### config.mk
export PLATFORM = sky130hd
export DESIGN_NAME = mem_wb_pipe_flat
export DESIGN_NICKNAME = d
export VERILOG_FILES = /design/src/rtl/mem_wb_pipe_if.sv /design/src/rtl/mem_wb_pipe.sv /design/src/flat_wrapper.sv
export SDC_FILE = /design/constraint.sdc
export NUM_CORES = 1
export LEC_CHECK = 0
export ABC_CLOCK_PERIOD_IN_PS = 2850
export CORE_ASPECT_RATIO = 0.75
export CORE_MARGIN = 4
export CORE_UTILIZATION = 48
export DETAILED_ROUTE_END_ITERATION = 10
export HOLD_SLACK_MARGIN = 0.08
export PLACE_DENSITY = 0.94
export SYNTH_ARGS = -nofsm -noshare
export SYNTH_HDL_FRONTEND = slang
export SYNTH_SLANG_ARGS = --single-unit
### constraint.sdc
create_clock -name clk -period 2.85 [get_ports clk]
set_input_delay 0.4275 -clock clk [delete_from_list [all_inputs] [get_ports clk]]
set_output_delay 0.4275 -clock clk [all_outputs]
set_load 0.01 [all_outputs]
### src/rtl/mem_wb_pipe_if.sv
// MEM/WB pipeline bundle: MEM-stage inputs, forwarding lookup, write-back results.
// master = MEM-stage / hazard side, slave = the pipeline register itself.
interface mem_wb_pipe_if #(
    parameter int DATA_W = 32,
    parameter int ADDR_W = 5
);
    logic              stall;
    logic              flush;
    logic              in_valid;
    logic [1:0]        wb_ctrl;
    logic [DATA_W-1:0] mem_dout;
    logic [DATA_W-1:0] alu_res;
    logic [ADDR_W-1:0] rd_addr;
    logic [ADDR_W-1:0] fwd_addr;
    logic              wb_we;
    logic [ADDR_W-1:0] wb_addr;
    logic [DATA_W-1:0] wb_data;
    logic              out_valid;
    logic              fwd_hit;
    logic [DATA_W-1:0] fwd_data;
    logic [31:0]       retired;

    modport master (
        output stall, flush, in_valid, wb_ctrl, mem_dout, alu_res, rd_addr, fwd_addr,
        input  wb_we, wb_addr, wb_data, out_valid, fwd_hit, fwd_data, retired
    );

    modport slave (
        input  stall, flush, in_valid, wb_ctrl, mem_dout, alu_res, rd_addr, fwd_addr,
        output wb_we, wb_addr, wb_data, out_valid, fwd_hit, fwd_data, retired
    );
endinterface

### src/rtl/mem_wb_pipe.sv
// MEM/WB pipeline register: DEPTH stages, write-back resolve, forwarding lookup, retire count.
// Latency DEPTH edges; stall holds everything, flush clears stages (flush wins over stall).
module mem_wb_pipe #(
    parameter int DATA_W = 32,
    parameter int ADDR_W = 5,
    parameter int DEPTH  = 1
) (
    input  logic         clk,
    input  logic         reset,
    mem_wb_pipe_if.slave bus
);

    typedef struct packed {
        logic              valid;
        logic [1:0]        ctrl;
        logic [DATA_W-1:0] mdout;
        logic [DATA_W-1:0] alu;
        logic [ADDR_W-1:0] rd;
    } stage_t;

    stage_t      stg_q [DEPTH];
    stage_t      stg_d [DEPTH];
    logic [31:0] ret_q;
    logic [31:0] ret_d;
    stage_t      fin;
    logic              fwd_hit_c;
    logic [DATA_W-1:0] fwd_data_c;

    function automatic logic [DATA_W-1:0] resolve(input stage_t s);
        return s.ctrl[0] ? s.mdout : s.alu;
    endfunction

    // Register 0 is hardwired, so a write to it is never a real write.
    function automatic logic writes(input stage_t s);
        return s.valid & s.ctrl[1] & (s.rd != '0);
    endfunction

    always_comb begin
        for (int k = 0; k < DEPTH; k++) begin
            stg_d[k] = stg_q[k];
        end
        ret_d = ret_q;
        if (bus.flush) begin
            for (int k = 0; k < DEPTH; k++) begin
                stg_d[k] = '0;
            end
        end else if (!bus.stall) begin
            stg_d[0].valid = bus.in_valid;
            stg_d[0].ctrl  = bus.wb_ctrl;
            stg_d[0].mdout = bus.mem_dout;
            stg_d[0].alu   = bus.alu_res;
            stg_d[0].rd    = bus.rd_addr;
            for (int k = 1; k < DEPTH; k++) begin
                stg_d[k] = stg_q[k-1];
            end
            if (stg_q[DEPTH-1].valid) begin
                ret_d = ret_q + 32'd1;
            end
        end
    end

    always_ff @(posedge clk or negedge reset) begin
        if (!reset) begin
            for (int k = 0; k < DEPTH; k++) begin
                stg_q[k] <= '0;
            end
            ret_q <= '0;
        end else begin
            for (int k = 0; k < DEPTH; k++) begin
                stg_q[k] <= stg_d[k];
            end
            ret_q <= ret_d;
        end
    end

    assign fin = stg_q[DEPTH-1];

    // Walk oldest to youngest so the youngest matching stage overrides.
    always_comb begin
        fwd_hit_c  = 1'b0;
        fwd_data_c = '0;
        for (int k = DEPTH - 1; k >= 0; k--) begin
            if (writes(stg_q[k]) && (stg_q[k].rd == bus.fwd_addr)) begin
                fwd_hit_c  = 1'b1;
                fwd_data_c = resolve(stg_q[k]);
            end
        end
    end

    assign bus.wb_we     = writes(fin);
    assign bus.wb_addr   = fin.rd;
    assign bus.wb_data   = resolve(fin);
    assign bus.out_valid = fin.valid;
    assign bus.fwd_hit   = fwd_hit_c;
    assign bus.fwd_data  = fwd_data_c;
    assign bus.retired   = ret_q;

endmodule

### src/flat_wrapper.sv
// flat-port wrapper written by rule: the top's interface ports become plain ports
module mem_wb_pipe_flat 
#(
    parameter int DATA_W = 32,
    parameter int ADDR_W = 5,
    parameter int DEPTH  = 1
)
  (clk, reset, bus_stall, bus_flush, bus_in_valid, bus_wb_ctrl, bus_mem_dout, bus_alu_res, bus_rd_addr, bus_fwd_addr, bus_wb_we, bus_wb_addr, bus_wb_data, bus_out_valid, bus_fwd_hit, bus_fwd_data, bus_retired);
  mem_wb_pipe_if #(.DATA_W(DATA_W), .ADDR_W(ADDR_W)) bus_i ();
  input  logic clk;
  input  logic reset;
  input wire logic [$bits(bus_i.stall)-1:0] bus_stall;
  input wire logic [$bits(bus_i.flush)-1:0] bus_flush;
  input wire logic [$bits(bus_i.in_valid)-1:0] bus_in_valid;
  input wire logic [$bits(bus_i.wb_ctrl)-1:0] bus_wb_ctrl;
  input wire logic [$bits(bus_i.mem_dout)-1:0] bus_mem_dout;
  input wire logic [$bits(bus_i.alu_res)-1:0] bus_alu_res;
  input wire logic [$bits(bus_i.rd_addr)-1:0] bus_rd_addr;
  input wire logic [$bits(bus_i.fwd_addr)-1:0] bus_fwd_addr;
  output wire logic [$bits(bus_i.wb_we)-1:0] bus_wb_we;
  output wire logic [$bits(bus_i.wb_addr)-1:0] bus_wb_addr;
  output wire logic [$bits(bus_i.wb_data)-1:0] bus_wb_data;
  output wire logic [$bits(bus_i.out_valid)-1:0] bus_out_valid;
  output wire logic [$bits(bus_i.fwd_hit)-1:0] bus_fwd_hit;
  output wire logic [$bits(bus_i.fwd_data)-1:0] bus_fwd_data;
  output wire logic [$bits(bus_i.retired)-1:0] bus_retired;
  assign bus_i.stall = bus_stall;
  assign bus_i.flush = bus_flush;
  assign bus_i.in_valid = bus_in_valid;
  assign bus_i.wb_ctrl = bus_wb_ctrl;
  assign bus_i.mem_dout = bus_mem_dout;
  assign bus_i.alu_res = bus_alu_res;
  assign bus_i.rd_addr = bus_rd_addr;
  assign bus_i.fwd_addr = bus_fwd_addr;
  assign bus_wb_we = bus_i.wb_we;
  assign bus_wb_addr = bus_i.wb_addr;
  assign bus_wb_data = bus_i.wb_data;
  assign bus_out_valid = bus_i.out_valid;
  assign bus_fwd_hit = bus_i.fwd_hit;
  assign bus_fwd_data = bus_i.fwd_data;
  assign bus_retired = bus_i.retired;
  mem_wb_pipe #(.DATA_W(DATA_W), .ADDR_W(ADDR_W), .DEPTH(DEPTH)) u_core (.clk(clk), .reset(reset), .bus(bus_i));
endmodule
* After elaboration in Yosys (flattened, before gate mapping)
Index checks and enable logic that the tools add are counted.
** Storage, ports and cells
- Bits in latches :: 0
- Bits in read-only memories :: 0
- Memories kept :: 0
- Logic and storage cells :: 21
- Flip-flop bits (word level) :: 104
- RAM bits :: 0
** Operators by class
- $add $sub $neg :: 1
- Muxes and demuxes :: 5
- Shift-type cells :: 0
- Bitwise gates (word level) :: 4
- Multiply operators :: 0
- Equal/unequal tests :: 2
- Reduce and logical (&&, ||, !) cells :: 3
- Div/mod/pow operators :: 0
- $lt $le $gt $ge :: 0
** Operators by type and width (number)
- $mux 72 :: 2
- $mux 32 :: 2
- $add 32x1->32 const B :: 1
- $eq 5x5->1 :: 1
- $reduce_bool 5->1 :: 1
- $reduce_and 3->1 :: 1
- $and 1x1->1 :: 2
- $ne 2x1->1 const B :: 1
- $not 1->1 :: 2
- $logic_and 1x1->1 :: 1
- $mux 1 :: 1

* Depth between registers and ports, before layout
Gate-level depths: netlist (run 1).
- Depth in word-level cells :: 4
- Depth in mapped cells :: 6
- Gate-level depth less buffers :: 5

* Worst setup path before layout (run 1)
No wires, ideal clock.
- Path type :: reg-to-output
- From :: register u_core.stg_q, in the netlist u_core.bus.wb_addr[1]
- To :: output port bus_fwd_data[10]
- Arrival time :: 1660 ps
- Buffers on the path :: 1
- Stages on the path, launching flop included :: 6
- Slack :: 762 ps
- Path through :: dfrtp_1 > or3_1 > o311a_1 > nand4_1 > clkbuf_1 > nor2b_1
** Between the ends
- Word-level cells in the longest chain between the ends :: 4
- Elaborated cells on any way between the ends :: 5
- Those cells by class :: eq/ne (1); mux (1); bitwise (1); reduce/logical (2)
** Ends and longest elaborated chain
- start, declared :: RTL line mem_wb_pipe.sv:21 : stage_t stg_q [DEPTH];
- start signal, assigned by index :: RTL line mem_wb_pipe.sv:70 : stg_q[k] <= stg_d[k];
- $reduce_bool 5->1
- $and 1x1->1
- net bus_wb_we :: RTL line flat_wrapper.sv:20 : output wire logic [$bits(bus_i.wb_we)-1:0] bus_wb_we;
- $logic_and 1x1->1 :: RTL line mem_wb_pipe.sv:83 : if (writes(stg_q[k]) && (stg_q[k].rd == bus.fwd_addr)) begin
- $mux 32 :: RTL line mem_wb_pipe.sv:83
- end, declared :: RTL line flat_wrapper.sv:25 : output wire logic [$bits(bus_i.fwd_data)-1:0] bus_fwd_data;
The timed path passes the listed nets, and every way through them passes these cells.

* Worst setup path in the final report (run 1)
- From :: register u_core.stg_q, in the netlist u_core.bus.wb_addr[1]
- To :: output port bus_fwd_data[9]
** Between the ends
- Word-level cells in the longest chain between the ends :: 4
- Elaborated cells on any way between the ends :: 5
- Those cells by class :: eq/ne (1); mux (1); bitwise (1); reduce/logical (2)
** Ends and longest elaborated chain
- $reduce_bool 5->1 :: RTL line mem_wb_pipe.sv:35 : return s.valid & s.ctrl[1] & (s.rd != '0);
- $and 1x1->1 :: RTL line mem_wb_pipe.sv:35
- $logic_and 1x1->1 (*) :: RTL line mem_wb_pipe.sv:83
- $mux 32 (*) :: RTL line mem_wb_pipe.sv:83
Every way passes the cells marked *; elsewhere a longest branch is shown, timed or not.

==> impl_results.md, run 1 <==
- Status: complete, no violations
- IO Count: 185
- Synth cell count leaders: dfrtp_1 (104), nor2_1 (81), mux2i_1 (72), mux2_2 (33), nor2b_1 (32)
- Max-cap violations: 0
- Skew final: 5.80 ps
- Via count of the first global-routing pass: 4231
- Worst hold path class: primary input to asynchronous set/reset pin
- Top-area cell type share of the netlist area: 51.7%
- Dpl ws: 141 ps
- Pleak: 3.35 nW
- ANT cells: 0
- Part of the cycle the worst path needs: 97.7%
- Final Hold Fails: 0
- DIE AREA: 12200 um2
- Worst path required time: 2420 ps
- Post-route DRC: 0
- Syn. warnings: 0
- Setup Buffers After CTS: 0
- Critical path's slowest cell: clkdlybuf4s50_1
- Root Buffer Master: clkbuf_16
- Pwr Total: 3.27 mW
- Switching power: 0.779 mW
- Yosys cell types: 28
- Syn_nets: 532
- Antenna violations before repair: 0
- Fillers: 741
- Post-Syn Instances: 450
- Final period demand of the worst path: 2790 ps
- Buf/Inv on CP: 2
- Max Clock Freq: 359 MHz
- Htree depth: 3
- Die Y: 96.7 um
- GRT busiest layer: met2
- First-pass GRT wire length: 21500 um
- Via density: 5.19
- Multi-input gate area: 2290 um2
- Final Instance Area: 7270 um2
- Setup ws final: 64.3 ps
- Post-synth top area cell: dfrtp_1
- Predominant post-synthesis flop cell: dfrtp_1
- Reg power frac: 49.5%
- Util after Layout: 70.9%
- Pin count of the biggest net entering global routing: 73
- FF/Latch Area: 2600 um2
- Vias: 3965
- Net Sw Frac: 23.9%
- Die Wd: 126 um
- Cell internal pwr: 2.49 mW
- Tightest Pin Transition: 723 ps
- Area growth syn-to-layout: 44.2%
- CP max FO: 33
- Max IR drop VDD: 351 uV
- RePlAce Congestion: 0.888
- Met2 usage: 38.0%
- Ratio of cells with drive above 1 in the final layout: 9.24%
- Synth Area per Inst: 11.2 um2
- PD cells: 449 nW/um2
- Most numerous cell in the Yosys netlist: dfrtp_1
- Syn Std Cell Area: 5040 um2
- Synth area leaders: dfrtp_1 (52%), mux2i_1 (14%), mux2_2 (7.4%), nor2_1 (6.0%), xnor2_1 (4.2%)
- Clock Sinks: 104
- Num CTS Buffers: 9
- Flops & latches, synth: 104
- Post-synth EDFFs: 0
- Met1 Use GR: 26.4%
- Latest clock arrival within the worst-skew pair: 330 ps
- CP startpoint kind: register
- CP max stage delay: 480 ps
- Worst-path clk slew: 70 ps
- Clock share of power: 34.0%
- Crit-path leading delay family: buffers and inverters
- Final ANT Viol Nets: 0
- Setup violators final: 0
- Post-DP Area: 6970 um2
- Initial DRC Count: 237
- Layout net count: 705
- WL final: 13000 um
- Gr ovfl total: 0
- Asr flop ratio synth: 100%
- Kind of critical path: register to output port
- TritonCTS clock tree: yes
- Core area: 10200 um2
- Met3 capacity usage during global routing: 4.25%
- Clock tree buffer depth: 2
- GRT Overall Usage: 21.5%
- # rows: 32
- Comb power frac: 16.5%
- Rel. slew slack: 51.8%
- CP Cell Sequence: or3_1, o311a_1, nand4_1, buf_12, nor2b_1, clkdlybuf4s50_1
- Detailed-route wire length per cell: 17.1 um
- Crit path capture type: output port
- IO Port Bufs: 184
- Post-DP HPWL: 9640 um
- Pre-Repair DR Iteration Count: 4
- Initial Util: 49.2%
- Arrival time at the worst endpoint: 2360 ps
- Seq/Total Area, Yosys: 51.7%
- Final Max Slew Viols: 0
-- logic make-up (layout without fill, tap and decap cells) --
kind of cell             after synthesis  in the layout  share of synthesized area [%]
AND/OR/NAND/NOR                      171            171                           17.0
multiplexers                         105            105                           21.7
flip-flops                           104            104                           51.7
XOR/XNOR                              36             36                           6.26
buffers and inverters                 32            210                           2.96
adder cells (fa/ha/maj)                1              1                          0.248
AO/OA/AOI/OAI                          1              1                          0.199
-- cell type report --
class | count | share of cell area (%)
clock inverters | 3 | 0.241
multi-input cells | 314 | 31.5
flip-flops and latches | 104 | 35.8
well taps | 136 | 2.34
repair buffers | 191 | 26.5
clock buffers | 13 | 3.44
inverters | 3 | 0.155
-- sequential cells by signal (all words and copies together) (netlist names) --
register	flops
u_core.fin	66
u_core.bus.retired	32
u_core.bus.wb_addr	5
u_core.bus.out_valid	1
-- power groups by stage --
stage / sequential [mW] / combinational (mW) / clock [mW]
6_report: 1.62 / 0.540 / 1.11
3_5_place_dp: 1.64 / 0.545 / 0
3_3_place_gp: 1.64 / 0.531 / 0
4_1_cts: 1.61 / 0.549 / 1.14
2_1_floorplan: 1.63 / 0.247 / 0
5_1_grt: 1.62 / 0.587 / 1.20
-- what timing repair did --
action,4_1_cts,5_1_grt
resized for setup,0,6
hold buffers,1,0
hold endpoints to repair,4,0
endpoints found under the setup margin,0,6
-- path summary, 6_finish.rpt --
kind,start,to,slack [ps],cells after the start
min,reset,u_core.bus.wb_addr[0],470,2
max in group asynchronous,reset,u_core.bus.retired[30],1550,3
max reg2reg,u_core.bus.out_valid,u_core.bus.retired[21],830,4
min reg2reg,u_core.bus.retired[31],u_core.bus.retired[31],470,1
min in group clk,u_core.bus.retired[31],u_core.bus.retired[31],470,1
max,u_core.bus.wb_addr[1],bus_fwd_data[9],60,6
-- worst register-to-register path: cells and delay by family, from the launching register on --
| family | cells | cell delay (ps) |
|---|---|---|
| and+or+nand+nor | 3 | 1300 |
| DFF | 1 | 430 |
| xor gates and xnor gates | 1 | 180 |
-- metal layers --
layer / up-vias / share of wire [%]
met4: 0 / 2.1
li1: 1864 / -
met3: 26 / 4.2
met1: 1957 / 42
met5: - / 0
met2: 118 / 52
-- cells in the final DEF, fill, tap and decap left out --
cell type / Yosys / final
nand4_1: 18 / 18
buf_2: 2 / 1
buf_4: 5 / 6
nor2_1: 81 / 81
o311a_1: 1 / 1
and2_1: 1 / 1
nand3_1: 8 / 8
xor2_1: 12 / 12
nor4_4: 1 / 1
inv_1: 3 / 3
mux2_2: 33 / 33
clkinvlp_4: 0 / 1
clkbuf_16: 0 / 9
or3_1: 1 / 1
clkdlybuf4s50_1: 0 / 175
xnor2_1: 24 / 24
nor4_1: 1 / 1
dlymetal6s2s_1: 0 / 6
dlygate4sd3_1: 0 / 1
clkbuf_1: 14 / 3
and4_1: 1 / 1
mux2i_1: 72 / 72
ha_1: 1 / 1
or3b_4: 1 / 1
clkinv_2: 0 / 2
dfrtp_1: 104 / 104
buf_12: 0 / 2
nor3_1: 7 / 7
and3_1: 4 / 4
nor2b_1: 32 / 32
nand2_1: 11 / 11
nand4b_1: 3 / 3
clkbuf_8: 0 / 1
nor4_2: 1 / 1
-- metrics by stage --
stage	setup TNS, ps	hold WS [ps]	std cells
after global placement	0	235	747
after global routing	-1.56	463	764
after detailed placement	0	240	747
after floorplan	0	132	450
after CTS	0	420	764
final	0	467	764
(Power assumes the default switching activity.)
==> run 2, diff against run 1 <==
--- a/config.mk
+++ b/config.mk
@@ -12,6 +12,7 @@
 export DETAILED_ROUTE_END_ITERATION = 10
 export HOLD_SLACK_MARGIN = 0.08
 export PLACE_DENSITY = 0.94
+export SETUP_SLACK_MARGIN = 0.02
 export SYNTH_ARGS = -nofsm -noshare
 export SYNTH_HDL_FRONTEND = slang
 export SYNTH_SLANG_ARGS = --single-unit
==> run 2 against run 1 <==
Net effect: sequential cell count stayed put; register-to-register slack got worse by 20 ps; sequential power about the same; via count up 0.20%; count of clock-buffer cells in the layout stayed put; largest cell class unchanged; largest power group unchanged.
==> impl_results.md, run 2 (synthesis results as in run 1) <==
- Status: complete, no violations (unchanged)
- Setup total negative slack: 0 ps (unchanged)
- Final Max Slew Viols: 0 (unchanged)
- Arrival time at the worst endpoint: 2340 ps (was 2360 ps)
- ANT cells: 0 (unchanged)
- Num CTS Buffers: 9 (unchanged)
- RSZ-0062 raised after global routing: no
- Post-route DRC: 0 (unchanged)
- Max IR drop VDD: 351 uV (about the same)
- IO Port Bufs: 184 (unchanged)
- Antenna violations before repair: 0 (unchanged)
- Post-DP Area: 6970 um2 (unchanged)
- Clock tree buffer depth: 2 (unchanged)
- Initial Util: 49.2% (unchanged)
- Rel. slew slack: 51.9% (was 51.8%)
- Final period demand of the worst path: 2760 ps (was 2790 ps)
- Largest register FFs: 66 (unchanged)
- Post-DP HPWL: 9640 um (unchanged)
- Crit path capture type: output port (unchanged)
- # rows: 32 (unchanged)
- Worst-path clk slew: 70 ps (about the same)
- Dpl ws: 141 ps (unchanged)
- Core area: 10200 um2 (unchanged)
- GRT Overall Usage: 21.5% (unchanged)
- Area growth syn-to-layout: 45.4% (was 44.2%)
- Final ANT Viol Nets: 0 (unchanged)
- Commonest non-fill, non-tap cell in the layout: clkdlybuf4s50_1 (unchanged)
- Initial DRC Count: 261 (was 237)
- Via count of the first global-routing pass: 4231 (unchanged)
- First-pass GRT wire length: 21500 um (unchanged)
- Kind of critical path: register to output port (unchanged)
- Die Wd: 126 um (unchanged)
- Via density: 5.20 (was 5.19)
- Setup violators final: 0 (unchanged)
- Final Instance Area: 7330 um2 (was 7270 um2)
- CP startpoint kind: register (unchanged)
- Vias: 3973 (was 3965)
- Root Buffer Master: clkbuf_16 (unchanged)
- Pwr Total: 3.26 mW (was 3.27 mW)
- WL final: 13200 um (was 13000 um)
- Skew final: 4.88 ps (was 5.80 ps)
- Gr ovfl total: 0 (unchanged)
- Detailed-route wire length per cell: 17.2 um (was 17.1 um)
- Clock Sinks: 104 (unchanged)
- Pre-Repair DR Iteration Count: 4 (unchanged)
- Layout net count: 705 (unchanged)
- TritonCTS clock tree: yes (unchanged)
- RePlAce Congestion: 0.888 (unchanged)
- Htree depth: 3 (unchanged)
- Part of the cycle the worst path needs: 97.0% (was 97.7%)
- Final Hold Fails: 0 (unchanged)
- Pin count of the biggest net entering global routing: 73 (unchanged)
- Ratio of cells with drive above 1 in the final layout: 9.24% (unchanged)
- Setup ws final: 85.9 ps (was 64.3 ps)
- CP max FO: 33 (unchanged)
- Max Clock Freq: 362 MHz (was 359 MHz)
- Dpl cells: 747 (unchanged)
- Tightest Pin Transition: 722 ps (was 723 ps)
- Max-cap violations: 0 (unchanged)
- DIE AREA: 12200 um2 (unchanged)
- Pleak: 3.82 nW (was 3.35 nW)
- Latest clock arrival within the worst-skew pair: 330 ps (about the same)
- Commonest cells after routing, fill and taps aside: clkdlybuf4s50_1 (150), dfrtp_1 (104), nor2_1 (81) (was clkdlybuf4s50_1 (175), dfrtp_1 (104), nor2_1 (81))
- Die Y: 96.7 um (unchanged)
- Fin cells: 764 (unchanged)
- Worst path required time: 2420 ps (about the same)
- PD cells: 446 nW/um2 (was 449 nW/um2)
- IO Count: 185 (unchanged)
- Worst hold path class: primary input to asynchronous set/reset pin (unchanged)
[run 2: cell count changes in the layout (fill, tap and decap cells not counted)]
cell             delta
clkdlybuf4s50_1    -25
dlymetal6s2s_1     +25
[run 2: routing by layer]
metal	vias to the layer above	track usage, %	share of wire (%)
met3	18	4.25	3.7
met2	113	38.0	52
met5	-	0	0
met1	1976	26.4	42
li1	1866	-	-
met4	0	6.84	1.6
[run 2: layout make-up]
type	instances	area, um2
inverters	3	11.3
flip-flops and latches	104	2600
fillers	724	2920
well taps	136	170
clock inverters	3	17.5
repair buffers	191	1990
multi-input cells	314	2290
clock buffers	13	250
[run 2: timing repair]
| item | CTS | global route |
|---|---|---|
| endpoints found under the hold margin | 4 | 0 |
| gates resized for setup | 0 | 31 |
| setup endpoints to repair | 0 | 31 |
| hold buffers | 1 | 0 |
| setup buffers | 0 | 0 |
[run 2: final timing paths]
path                            cells after the start                   start  slack [ps]                endpoint
min in group clk                                    1  u_core.bus.retired[31]         470  u_core.bus.retired[31]
worst min register to register                      1  u_core.bus.retired[31]         470  u_core.bus.retired[31]
worst min-delay path                                2                   reset         470   u_core.bus.wb_addr[0]
worst max register to register                      4    u_core.bus.out_valid         810  u_core.bus.retired[21]
worst max-delay path                                6   u_core.bus.wb_addr[1]          90        bus_fwd_data[23]
max in group asynchronous                           3                   reset        1550  u_core.bus.retired[30]
[run 2: metrics by stage]
step                      utilization [%]  hold slack, ps
after floorplan                         -             132
after global placement               68.0             235
after detailed placement             68.0             240
after CTS                            70.7             420
after global routing                 71.5             463
final                                71.5             467
[run 2: worst max-delay path, cell delays in order (launching register included)]
cell and delay, ps:
dfrtp_1 420, or3_1 380, o311a_1 320, nand4_1 130, buf_12 220, nor2b_1 70
clkdlybuf4s50_1 470
[run 2: report_power, final]
group | total (mW) | internal (mW) | leakage (nW) | switching (mW)
clock network | 1.11 | 0.614 | 0.130 | 0.495
registers | 1.62 | 1.55 | 1.40 | 0.0624
logic | 0.540 | 0.319 | 2.30 | 0.221
